===== config.mk =====
export PLATFORM = sky130hd
export DESIGN_NAME = delay_line
export DESIGN_NICKNAME = d
export VERILOG_FILES = /design/src/rtl/delay_line.sv
export SDC_FILE = /design/constraint.sdc
export NUM_CORES = 1
export LEC_CHECK = 0
export ABC_AREA = 1
export CAP_MARGIN = 10
export CORE_MARGIN = 1
export CORE_UTILIZATION = 51
export DETAILED_ROUTE_END_ITERATION = 16
export PLACE_DENSITY = 0.83
export SLEW_MARGIN = 10
export SYNTH_ARGS = -nofsm -noshare
export SYNTH_HDL_FRONTEND = slang
export SYNTH_SLANG_ARGS = --single-unit

===== constraint.sdc =====
create_clock -name clk_DL -period 3 [get_ports clk_DL]
set_input_delay 0.45 -clock clk_DL [delete_from_list [all_inputs] [get_ports clk_DL]]
set_output_delay 0.45 -clock clk_DL [all_outputs]
set_load 0.03 [all_outputs]

===== src/rtl/delay_line.sv =====
// Programmable delay stage: waits delay*U clocks after a launch edge, emits one pulse of width*U clocks,
// then holds launch_next for the next stage. Optional macro DL_LATCH_EN makes a launch fall non-aborting.
module delay_line #(
    parameter int UNIT_1 = 1,
    parameter int UNIT_2 = 100,
    parameter int UNIT_3 = 100000
) (
    input  logic        clk_DL,
    input  logic        rst_DL,
    input  logic        DL_launch,
    input  logic [4:0]  dl_mlt,
    input  logic [16:0] delay,
    input  logic [16:0] width,
    output logic        DL_out,
    output logic        DL_busy,
    output logic        launch_next
);

    localparam logic [16:0] U1 = 17'(UNIT_1);
    localparam logic [16:0] U2 = 17'(UNIT_2);
    localparam logic [16:0] U3 = 17'(UNIT_3);

    typedef enum logic [1:0] {
        IDLE  = 2'd0,
        DELAY = 2'd1,
        PULSE = 2'd2,
        HOLD  = 2'd3
    } state_t;

    state_t      state_reg;
    logic        launch_prev_reg;
    logic [16:0] presc_reg;
    logic [16:0] count_reg;
    logic [16:0] delay_lat_reg;
    logic [16:0] width_lat_reg;
    logic [16:0] unit_lat_reg;

    logic        launch_edge;
    logic        tick;
    logic        abort;
    logic [16:0] unit_sel;
    logic [16:0] count_inc;

    always_comb begin
        unit_sel = U3;
        if (dl_mlt == 5'd1) begin
            unit_sel = U1;
        end else if (dl_mlt == 5'd2) begin
            unit_sel = U2;
        end
    end

    assign launch_edge = DL_launch & ~launch_prev_reg;
    assign tick        = (presc_reg == (unit_lat_reg - 17'd1));
    assign count_inc   = count_reg + 17'd1;

`ifdef DL_LATCH_EN
    assign abort = 1'b0;
`else
    assign abort = ~DL_launch;
`endif

    // Counter updates sit before the case so every state transition below can clear them.
    always_ff @(posedge clk_DL) begin
        if (rst_DL) begin
            state_reg       <= IDLE;
            launch_prev_reg <= 1'b0;
            presc_reg       <= '0;
            count_reg       <= '0;
            delay_lat_reg   <= '0;
            width_lat_reg   <= '0;
            unit_lat_reg    <= '0;
            DL_out          <= 1'b0;
            DL_busy         <= 1'b0;
            launch_next     <= 1'b0;
        end else begin
            launch_prev_reg <= DL_launch;
            if (tick) begin
                presc_reg <= '0;
                count_reg <= count_inc;
            end else begin
                presc_reg <= presc_reg + 17'd1;
            end

            case (state_reg)
                IDLE: begin
                    presc_reg <= '0;
                    count_reg <= '0;
                    if (launch_edge) begin
                        delay_lat_reg <= delay;
                        width_lat_reg <= width;
                        unit_lat_reg  <= unit_sel;
                        if (delay != '0) begin
                            state_reg <= DELAY;
                            DL_busy   <= 1'b1;
                        end else if (width != '0) begin
                            state_reg <= PULSE;
                            DL_busy   <= 1'b1;
                            DL_out    <= 1'b1;
                        end else begin
                            state_reg   <= HOLD;
                            launch_next <= 1'b1;
                        end
                    end
                end

                // The delay compare uses the registered count, so the exit happens one cycle after the final tick.
                DELAY: begin
                    if (abort) begin
                        state_reg <= IDLE;
                        DL_busy   <= 1'b0;
                        presc_reg <= '0;
                        count_reg <= '0;
                    end else if (count_reg == delay_lat_reg) begin
                        presc_reg <= '0;
                        count_reg <= '0;
                        if (width_lat_reg != '0) begin
                            state_reg <= PULSE;
                            DL_out    <= 1'b1;
                        end else begin
                            state_reg   <= HOLD;
                            DL_busy     <= 1'b0;
                            launch_next <= 1'b1;
                        end
                    end
                end

                PULSE: begin
                    if (abort) begin
                        state_reg <= IDLE;
                        DL_out    <= 1'b0;
                        DL_busy   <= 1'b0;
                        presc_reg <= '0;
                        count_reg <= '0;
                    end else if (tick && (count_inc == width_lat_reg)) begin
                        state_reg   <= HOLD;
                        DL_out      <= 1'b0;
                        DL_busy     <= 1'b0;
                        launch_next <= 1'b1;
                        presc_reg   <= '0;
                        count_reg   <= '0;
                    end
                end

                HOLD: begin
                    presc_reg <= '0;
                    count_reg <= '0;
                    if (!DL_launch) begin
                        state_reg   <= IDLE;
                        launch_next <= 1'b0;
                    end
                end

                default: begin
                    state_reg   <= IDLE;
                    DL_out      <= 1'b0;
                    DL_busy     <= 1'b0;
                    launch_next <= 1'b0;
                    presc_reg   <= '0;
                    count_reg   <= '0;
                end
            endcase
        end
    end

endmodule


==> flow_summary.yaml, run 1 <==
run_status:
  status: "finished, final reports clean"
sta:
  fmax_ghz: 0.370
  worst_slew_margin_rel_pct: 63.5
  post-route-min-period_ns: 2.70
  drv_slew: 0
  tightest_slew_ns: 0.544
  grt_setup_unrepaired: "no"
  finalCritPeriodShare_pct: 90.1
  setup_viol: 0
  tns_ns: 0
  hold_viol_final: 0
  clock_skew_ns: 0.0112
  fin_ws_ns: 0.298
grt:
  overflow: 0
  first_global_vias: 4446
  grt_pass1_wl_mm: 19.8
  track_usage_pct: 26.0
  grt_max_degree: 41
  antenna_found_initial: 0
routing:
  vias: 4640
  wirelength_mm: 11.6
  ant_nets: 0
  routedWlPerCell_um: 13.4
  drt_iter0_markers: 291
  vias_per_cell: 5.37
  drcViolationCount: 0
  drt_first_pass_iters: 6
place:
  dp.cells: 848
  portBuffers: 44
  place_ws_ns: 0.326
  dpl.hpwl_mm: 9.02
  gp_congestion: 0.989
  dpl_cell_area_um2: 5140
synth:
  async_flop_share_pct: 0
  synthDistinctLibCells: 40
  synth_edf_count: 0
  yosysSeqAreaShare_pct: 34.0
  ys.flop_type: "dfxtp_1"
  yosys_warnings: 0
  ys_ff_latch: 78
  avgSynthCellArea_um2: 6.50
  syn_nets: 758
  netlist_area_um2: 4590
  postSynthCellCount: 707
hold_path:
  min_path_cells: 2
  min_path_type: "reg2reg"
  min_to: "delay_lat_reg[0]"
  hold_start: "delay_lat_reg[0]"
floorplan:
  die_w_um: 96.9
  die_y_um: 96.9
  start_util_pct: 52.7
  pin_count: 45
  die_area_um2: 9390
  rows: 34
  design.core.area_um2: 8720
worst_setup_path:
  rr_worst_depth: 16
  cp_data_required_time_ns: 3.25
  path_cells: "inv_1, ha_1, nand2_1, ha_1, nand2_1, nand2_1, nand3b_1, nor2_1, nand3_1, nor2_4, nand2_1, nor2_1, nand3_2, o21bai_4, buf_4, nor2_1"
  cpMostUsedCell: "nand2_1"
  r2r_start: "unit_lat_reg[6]"
  cpPeakStageDelay_ns: 0.34
  reg2reg_setup_slack_ns: 0.30
  crit_type: "reg2reg"
  end_kind: "register"
  worst_setup_path_start_kind: "register"
  worstPathMaxFanout: 17
  reg2reg_to: "count_reg[13]"
  arrival_ns: 2.96
  crit_slowest_cell: "dfxtp_1"
clocking:
  cts.sinks: 78
  htree_levels: 3
  cts_setup_buffers: 0
  clockRootBuffer: "clkbuf_8"
  path_clk_slew_ns: 0.08
  clk-insertion-delay-late_ns: 0.37
  clockBufferDepth: 2
  cts_tree: "built"
  cts_resized: 0
  cts_hold_buf: 0
  cts_made_buffers: 9
cells_and_area:
  layout_commonest_cell: "nand2_1"
  fin_util_pct: 61.8
  drive_gt1_share_pct: 7.41
  final_cell_mix: "nand2_1 (169), nor2_1 (104), inv_1 (82), dfxtp_1 (78), o21ai_0 (59)"
  antenna_cells: 0
  synthToLayoutAreaGrowth_pct: 17.3
  seqCellArea_um2: 1560
  nNetsFinal: 802
  multi_input_area_um2: 2630
  layoutNonFillerInstCount: 864
  stdcell_area_um2: 5390
  nFillCells: 765
pwr:
  p_leak_nw: 2.23
  ir_worst_vdd_uv: 458
  internal_power_mw: 2.18
  pwr-share-seq_pct: 38.8
  p_switching_mw: 1.12
  clkPwrFrac_pct: 29.9
  p_per_area_nw_per_um2: 613
  p_sw_share_pct: 34.0
  combinationalPowerShare_pct: 31.2
flow_run:
  cap_violations: 0
-- worst max-delay path, delay by kind of cell (launching register included) --
family                     cells  cell delay (ns)
AOI/OAI and AO/OA              1             0.13
adders and majority gates      2             0.53
buffers and inverters          2             0.39
DFF                            1             0.34
and+or+nand+nor               11             1.22
-- layer usage --
metal  up-vias  wire, µm  global-route usage [%]
li1       2361         -                       -
met1      2102      5080                    31.9
met2       146      5530                    44.0
met3        31       679                    4.62
met4         0       311                    12.6
met5         -         0                       0
-- worst max path at each step --
stage / to / startpoint / cells after the start
4_1_cts: count_reg[16] / unit_lat_reg[6] / 16
5_1_grt: count_reg[16] / unit_lat_reg[6] / 16
2_1_floorplan: count_reg[11] / unit_lat_reg[6] / 16
3_3_place_gp: count_reg[0] / unit_lat_reg[6] / 16
3_5_place_dp: count_reg[1] / unit_lat_reg[6] / 16
6_report: count_reg[13] / unit_lat_reg[6] / 16
-- final cells by class --
class	instances	area share, %
Sequential cell	78	29.0
Inverter	85	5.92
Clock buffer	13	2.95
Timing Repair Buffer	51	9.15
Clock inverter	3	1.67
Multi-Input combinational cell	526	48.8
Tap cell	108	2.51
-- cells by family (layout without fill, tap and decap cells) --
kind of cell / Yosys count / in the layout / synth area share [%]
simple gates: 388 / 388 / 37.9
flops: 78 / 78 / 34.0
fa+ha+maj: 9 / 9 / 2.45
compound gates: 109 / 109 / 12.8
buf+inv: 103 / 152 / 8.74
xor+xnor: 20 / 20 / 4.11
-- metrics by stage --
step | total power, mW | hold slack, ns
after global placement | 2.28 | 0.454
after floorplan | 2.01 | 0.439
after CTS | 3.30 | 0.468
after global routing | 3.52 | 0.485
after detailed placement | 2.32 | 0.456
final | 3.30 | 0.468
-- power by group through the flow --
stage / registers, mW / logic, mW / clock network, mW
6_report: 1.28 / 1.03 / 0.989
5_1_grt: 1.30 / 1.17 / 1.05
4_1_cts: 1.28 / 1.02 / 0.997
3_5_place_dp: 1.30 / 1.01 / 0
3_3_place_gp: 1.30 / 0.979 / 0
2_1_floorplan: 1.31 / 0.698 / 0
-- cells in the mapped netlist (2+ instances only) --
cell / number / area [µm²]
nor2_1: 104 / 390
a31oi_1: 2 / 12.5
inv_1: 82 / 308
a21oi_1: 37 / 185
nor3_1: 11 / 55.1
o21a_1: 2 / 15.0
xor2_1: 10 / 87.6
nor2_4: 4 / 45.0
inv_2: 3 / 11.3
a211oi_1: 2 / 15.0
nor3_2: 2 / 20.0
nand3_1: 51 / 255
clkbuf_1: 15 / 56.3
buf_4: 2 / 15.0
nand3_2: 2 / 20.0
dfxtp_1: 78 / 1560
nor2_2: 10 / 62.6
o21ai_1: 2 / 10.0
o21ai_0: 59 / 295
nand4_1: 14 / 87.6
ha_1: 9 / 113
nand2_2: 6 / 37.5
nand2_1: 169 / 634
xnor2_1: 9 / 78.8
or2_1: 3 / 18.8
nor4_1: 5 / 31.3
Power figures use the tool's default switching activity.
==> inputs of run 2 (changes only) <==
--- a/config.mk
+++ b/config.mk
@@ -6,11 +6,12 @@
 export NUM_CORES = 1
 export LEC_CHECK = 0
 export ABC_AREA = 1
-export CAP_MARGIN = 10
 export CORE_MARGIN = 1
 export CORE_UTILIZATION = 51
 export DETAILED_ROUTE_END_ITERATION = 16
 export PLACE_DENSITY = 0.83
+export REMOVE_ABC_BUFFERS = 1
+export SETUP_SLACK_MARGIN = 0.3
 export SLEW_MARGIN = 10
 export SYNTH_ARGS = -nofsm -noshare
 export SYNTH_HDL_FRONTEND = slang
==> flow_summary.yaml, run 2 (same netlist as run 1, synthesis figures left out) <==
cells_and_area:
  drive_gt1_share_pct: 8.43
  nFillCells: 785
  nNetsFinal: 805
  antenna_cells: 0
  synthToLayoutAreaGrowth_pct: 17.5
  seqCellArea_um2: 1560
  multi_input_area_um2: 2630
  layoutNonFillerInstCount: 867
  fin_util_pct: 61.9
  final_cell_mix: "nand2_1 (169), nor2_1 (104), inv_1 (81), dfxtp_1 (76), o21ai_0 (58)"
  layout_commonest_cell: "nand2_1"
clocking:
  clk-insertion-delay-late_ns: 0.36
  cts_made_buffers: 9
  cts_tree: "built"
  path_clk_slew_ns: 0.09
  htree_levels: 3
  clockBufferDepth: 2
  cts.sinks: 78
  cts_hold_buf: 0
  clockRootBuffer: "clkbuf_8"
hold_path:
  min_path_type: "reg2reg"
pwr:
  p_per_area_nw_per_um2: 598
  p_leak_nw: 2.23
  p_total_mw: 3.23
  ir_worst_vdd_uv: 568
worst_setup_path:
  worst_setup_path_start_kind: "register"
  worstPathMaxFanout: 4
  crit_type: "reg2reg"
  path_cells: "inv_1, ha_2, nand2_1, ha_1, nand2_1, nand2_1, nand3b_1, nor2_1, nand3_1, nor2_4, nand2_1, nor2_1, nand3_2, nand2_2, nand3_1, nand2_1, nand2_1, nor2_1"
  cpPeakStageDelay_ns: 0.34
  cpMostUsedCell: "nand2_1"
  crit_family: "simple AND/OR/NAND/NOR gates"
  end_kind: "register"
  cp_data_required_time_ns: 3.30
  arrival_ns: 2.79
  path_buf_inv: 1
  crit_slowest_cell: "dfxtp_2"
grt:
  antenna_found_initial: 0
  grt_pass1_wl_mm: 20.1
  overflow: 0
  grt_max_degree: 41
  first_global_vias: 4456
  track_usage_pct: 26.2
floorplan:
  rows: 34
  design.core.area_um2: 8720
  die_w_um: 96.9
  start_util_pct: 52.7
  die_area_um2: 9390
  pin_count: 45
  die_y_um: 96.9
routing:
  routedWlPerCell_um: 13.9
  drcViolationCount: 0
  drt_iter0_markers: 215
  ant_nets: 0
  vias: 4651
  vias_per_cell: 5.36
  wirelength_mm: 12.0
  drt_first_pass_iters: 5
place:
  dp.cells: 847
  portBuffers: 44
  dpl.hpwl_mm: 9.17
  gp_congestion: 0.974
sta:
  grt_setup_unrepaired: "no"
  clock_skew_ns: 0.0148
  fmax_ghz: 0.403
  setup_viol: 0
  worst_slew_margin_rel_pct: 63.6
  tns_ns: 0
  drv_slew: 0
  finalCritPeriodShare_pct: 82.8
  tightest_slew_ns: 0.546
  fin_hold_ws_ns: 0.471
  hold_viol_final: 0
  post-route-min-period_ns: 2.48
flow_run:
  cap_violations: 0
run_status:
  status: "finished, final reports clean"
## run 2: changes by cell type in the layout (fill, tap and decap cells not counted), moves of 2 or more
cell	before	now
clkinvlp_4	0	2
dfxtp_1	78	76
inv_6	0	2
clkbuf_8	11	9
buf_4	7	9
dfxtp_2	0	2
## run 2: metrics by stage
step	setup slack, ns	cell area [µm²]
2_1_floorplan	0.475	4510
6_report	0.516	5400
3_5_place_dp	0.313	5130
3_3_place_gp	0.403	5130
4_1_cts	0.375	5380
5_1_grt	0.291	5400
## run 2: what timing repair did
item,CTS,global route
setup endpoints to repair,4,31
buffers inserted,2,2
gates cloned,0,0
gates resized for setup,0,5
pin swaps,1,1
## run 2: area by class of cell
cell class	instances	area share, %
clock buffers	10	2.36
clock inverters	6	1.71
inverters	85	5.91
multi-input cells	526	48.8
flip-flops and latches	78	29.0
well taps	108	2.50
repair buffers	54	9.78
## run 2: worst paths after layout
path	slack [ns]	depth (start not counted)	from	end
setup / recovery	0.52	18	unit_lat_reg[6]	state_reg[0]
setup reg to reg	0.52	18	unit_lat_reg[6]	state_reg[0]
hold / removal	0.47	2	DL_out	DL_out
hold reg to reg	0.47	2	DL_out	DL_out
## run 2: power breakdown
| part | leakage, nW | internal [mW] | switching [mW] |
|---|---|---|---|
| sequential | 0.638 | 1.18 | 0.105 |
| clock | 0.104 | 0.475 | 0.421 |
| combinational | 1.49 | 0.410 | 0.636 |
## run 2: metal layers
layer  up-vias  share of wire (%)  track usage (%)
met5         -                  0                0
met4         0                2.4             9.76
met3        32                6.2             6.79
met2       158                 48             44.7
met1      2089                 44             31.5
li1       2372                  -                -
## run 2: worst reg2reg max path, delay by kind of cell (launching register included)
family                     cells  cell delay (ns)
adders and majority gates      2             0.50
buffers and inverters          1             0.11
DFF                            1             0.34
and+or+nand+nor               15             1.50
==> inputs of run 3 (changes only) <==
==> constraint.sdc (replaced) <==
create_clock -name clk_DL -period 2.6 [get_ports clk_DL]
set_input_delay 0.39 -clock clk_DL [delete_from_list [all_inputs] [get_ports clk_DL]]
set_output_delay 0.39 -clock clk_DL [all_outputs]
set_load 0.03 [all_outputs]
==> flow_summary.yaml, run 3 (same netlist as run 1, synthesis figures left out) <==
cells_and_area:
  antenna_cells: 0
  nNetsFinal: 818
  synthToLayoutAreaGrowth_pct: 23.0
  fin_util_pct: 64.8
  drive_gt1_share_pct: 13.2
  final_cell_mix: "nand2_1 (164), nor2_1 (99), inv_1 (80), dfxtp_1 (71), o21ai_0 (52)"
  layout_commonest_cell: "nand2_1"
clocking:
  clockBufferDepth: 2
  cts_hold_buf: 0
  clk-insertion-delay-late_ns: 0.36
  cts.sinks: 78
  cts_made_buffers: 9
  cts_tree: "built"
  path_clk_slew_ns: 0.09
  htree_levels: 3
  clockRootBuffer: "clkbuf_8"
floorplan:
  start_util_pct: 52.7
  die_w_um: 96.9
  pin_count: 45
  die_area_um2: 9390
  rows: 34
  die_y_um: 96.9
  design.core.area_um2: 8720
worst_setup_path:
  cpPeakStageDelay_ns: 0.34
  end_kind: "register"
  path_cells: "inv_2, ha_4, nand2_4, ha_4, o21a_1, nand3b_1, nor2_1, nand3_2, nor2_4, nand2_1, nor2_2, nand3_2, o21bai_4, clkbuf_16, nor2_1"
  cp_data_required_time_ns: 2.86
  crit_type: "reg2reg"
  worstPathMaxFanout: 8
  arrival_ns: 2.60
  rr_worst_depth: 15
  crit_slowest_cell: "dfxtp_2"
  worst_setup_path_start_kind: "register"
sta:
  worst_slew_margin_rel_pct: 29.3
  fmax_ghz: 0.427
  finalCritPeriodShare_pct: 90.0
  hold_viol_final: 0
  grt_setup_unrepaired: "yes"
  tightest_slew_ns: 1.06
  setup_viol: 0
  post-route-min-period_ns: 2.34
  drv_slew: 0
  clock_skew_ns: 0.0101
  tns_ns: 0
grt:
  grt_pass1_wl_mm: 20.6
  first_global_vias: 4498
  antenna_found_initial: 0
  overflow: 0
  grt_max_degree: 41
  track_usage_pct: 27.3
place:
  portBuffers: 44
  dpl.hpwl_mm: 9.28
  gp_congestion: 0.909
routing:
  drt_iter0_markers: 223
  drcViolationCount: 0
  routedWlPerCell_um: 14.4
  ant_nets: 0
  vias_per_cell: 5.41
  drt_first_pass_iters: 5
  vias: 4758
  wirelength_mm: 12.6
pwr:
  p_leak_nw: 2.35
  p_per_area_nw_per_um2: 666
  ir_worst_vdd_uv: 431
hold_path:
  min_path_cells: 1
  min_path_type: "reg2reg"
flow_run:
  cap_violations: 0
run_status:
  status: "finished, final reports clean"
-- run 3: cell count changes in the layout (fill, tap and decap cells not counted), moves of 4 or more --
cell	before	now
buf_4	9	20
dfxtp_1	76	71
dfxtp_2	2	6
nand2_1	169	164
nand3_1	51	47
nor2_1	104	99
nor2_4	4	10
o21ai_0	58	52
o21ai_1	3	8
-- run 3: per-layer routing --
metal	up-vias	wire length [µm]	GRT usage, %
li1	2396	-	-
met1	2213	5410	33.3
met2	122	6220	46.5
met3	27	625	3.97
met4	0	396	14.0
met5	-	0	0
-- run 3: cell type report --
class                   count  area, µm²
repair buffers             67        647
well taps                 108        135
inverters                  85        324
fillers                   774       3070
multi-input cells         526       2770
clock inverters             6       61.3
flip-flops and latches     78       1570
clock buffers              10        138
-- run 3: metrics by stage --
| stage | hold slack (ns) | setup WS (ns) | power (mW) | cell area (µm²) | cells |
|---|---|---|---|---|---|
| after floorplan | 0.439 | 0.0750 | 2.29 | 4510 | 689 |
| after detailed placement | 0.458 | 0.0597 | 2.69 | 5200 | 854 |
| after CTS | 0.476 | 0.221 | 3.72 | 5540 | 877 |
| final | 0.462 | 0.260 | 3.76 | 5650 | 880 |
| after global placement | 0.458 | 0.197 | 2.65 | 5200 | 854 |
| after global routing | 0.489 | 0.135 | 4.01 | 5650 | 880 |
-- run 3: timing repair --
action | 4_1_cts | 5_1_grt
endpoints found under the hold margin | 0 | 0
buffers inserted | 6 | 3
resized for setup | 21 | 33
endpoints found under the setup margin | 25 | 27
pin swaps | 10 | 12
gates cloned | 1 | 0
-- run 3: final timing paths --
check | from | endpoint | slack [ns]
max | unit_lat_reg[0] | count_reg[16] | 0.26
max reg2reg | unit_lat_reg[0] | count_reg[16] | 0.26
min reg2reg | presc_reg[0] | presc_reg[0] | 0.46
min | presc_reg[0] | presc_reg[0] | 0.46
-- run 3: critical path: cells and delay by family, from the launching register on --
kind,cells,cell delay (ns)
simple gates,9,0.81
buf+inv,2,0.32
flops,1,0.34
fa+ha+maj,2,0.42
compound gates,2,0.34
-- run 3: power breakdown --
part / switching (mW) / internal, mW
Sequential: 0.124 / 1.37
Clock: 0.475 / 0.466
Combinational: 0.795 / 0.537
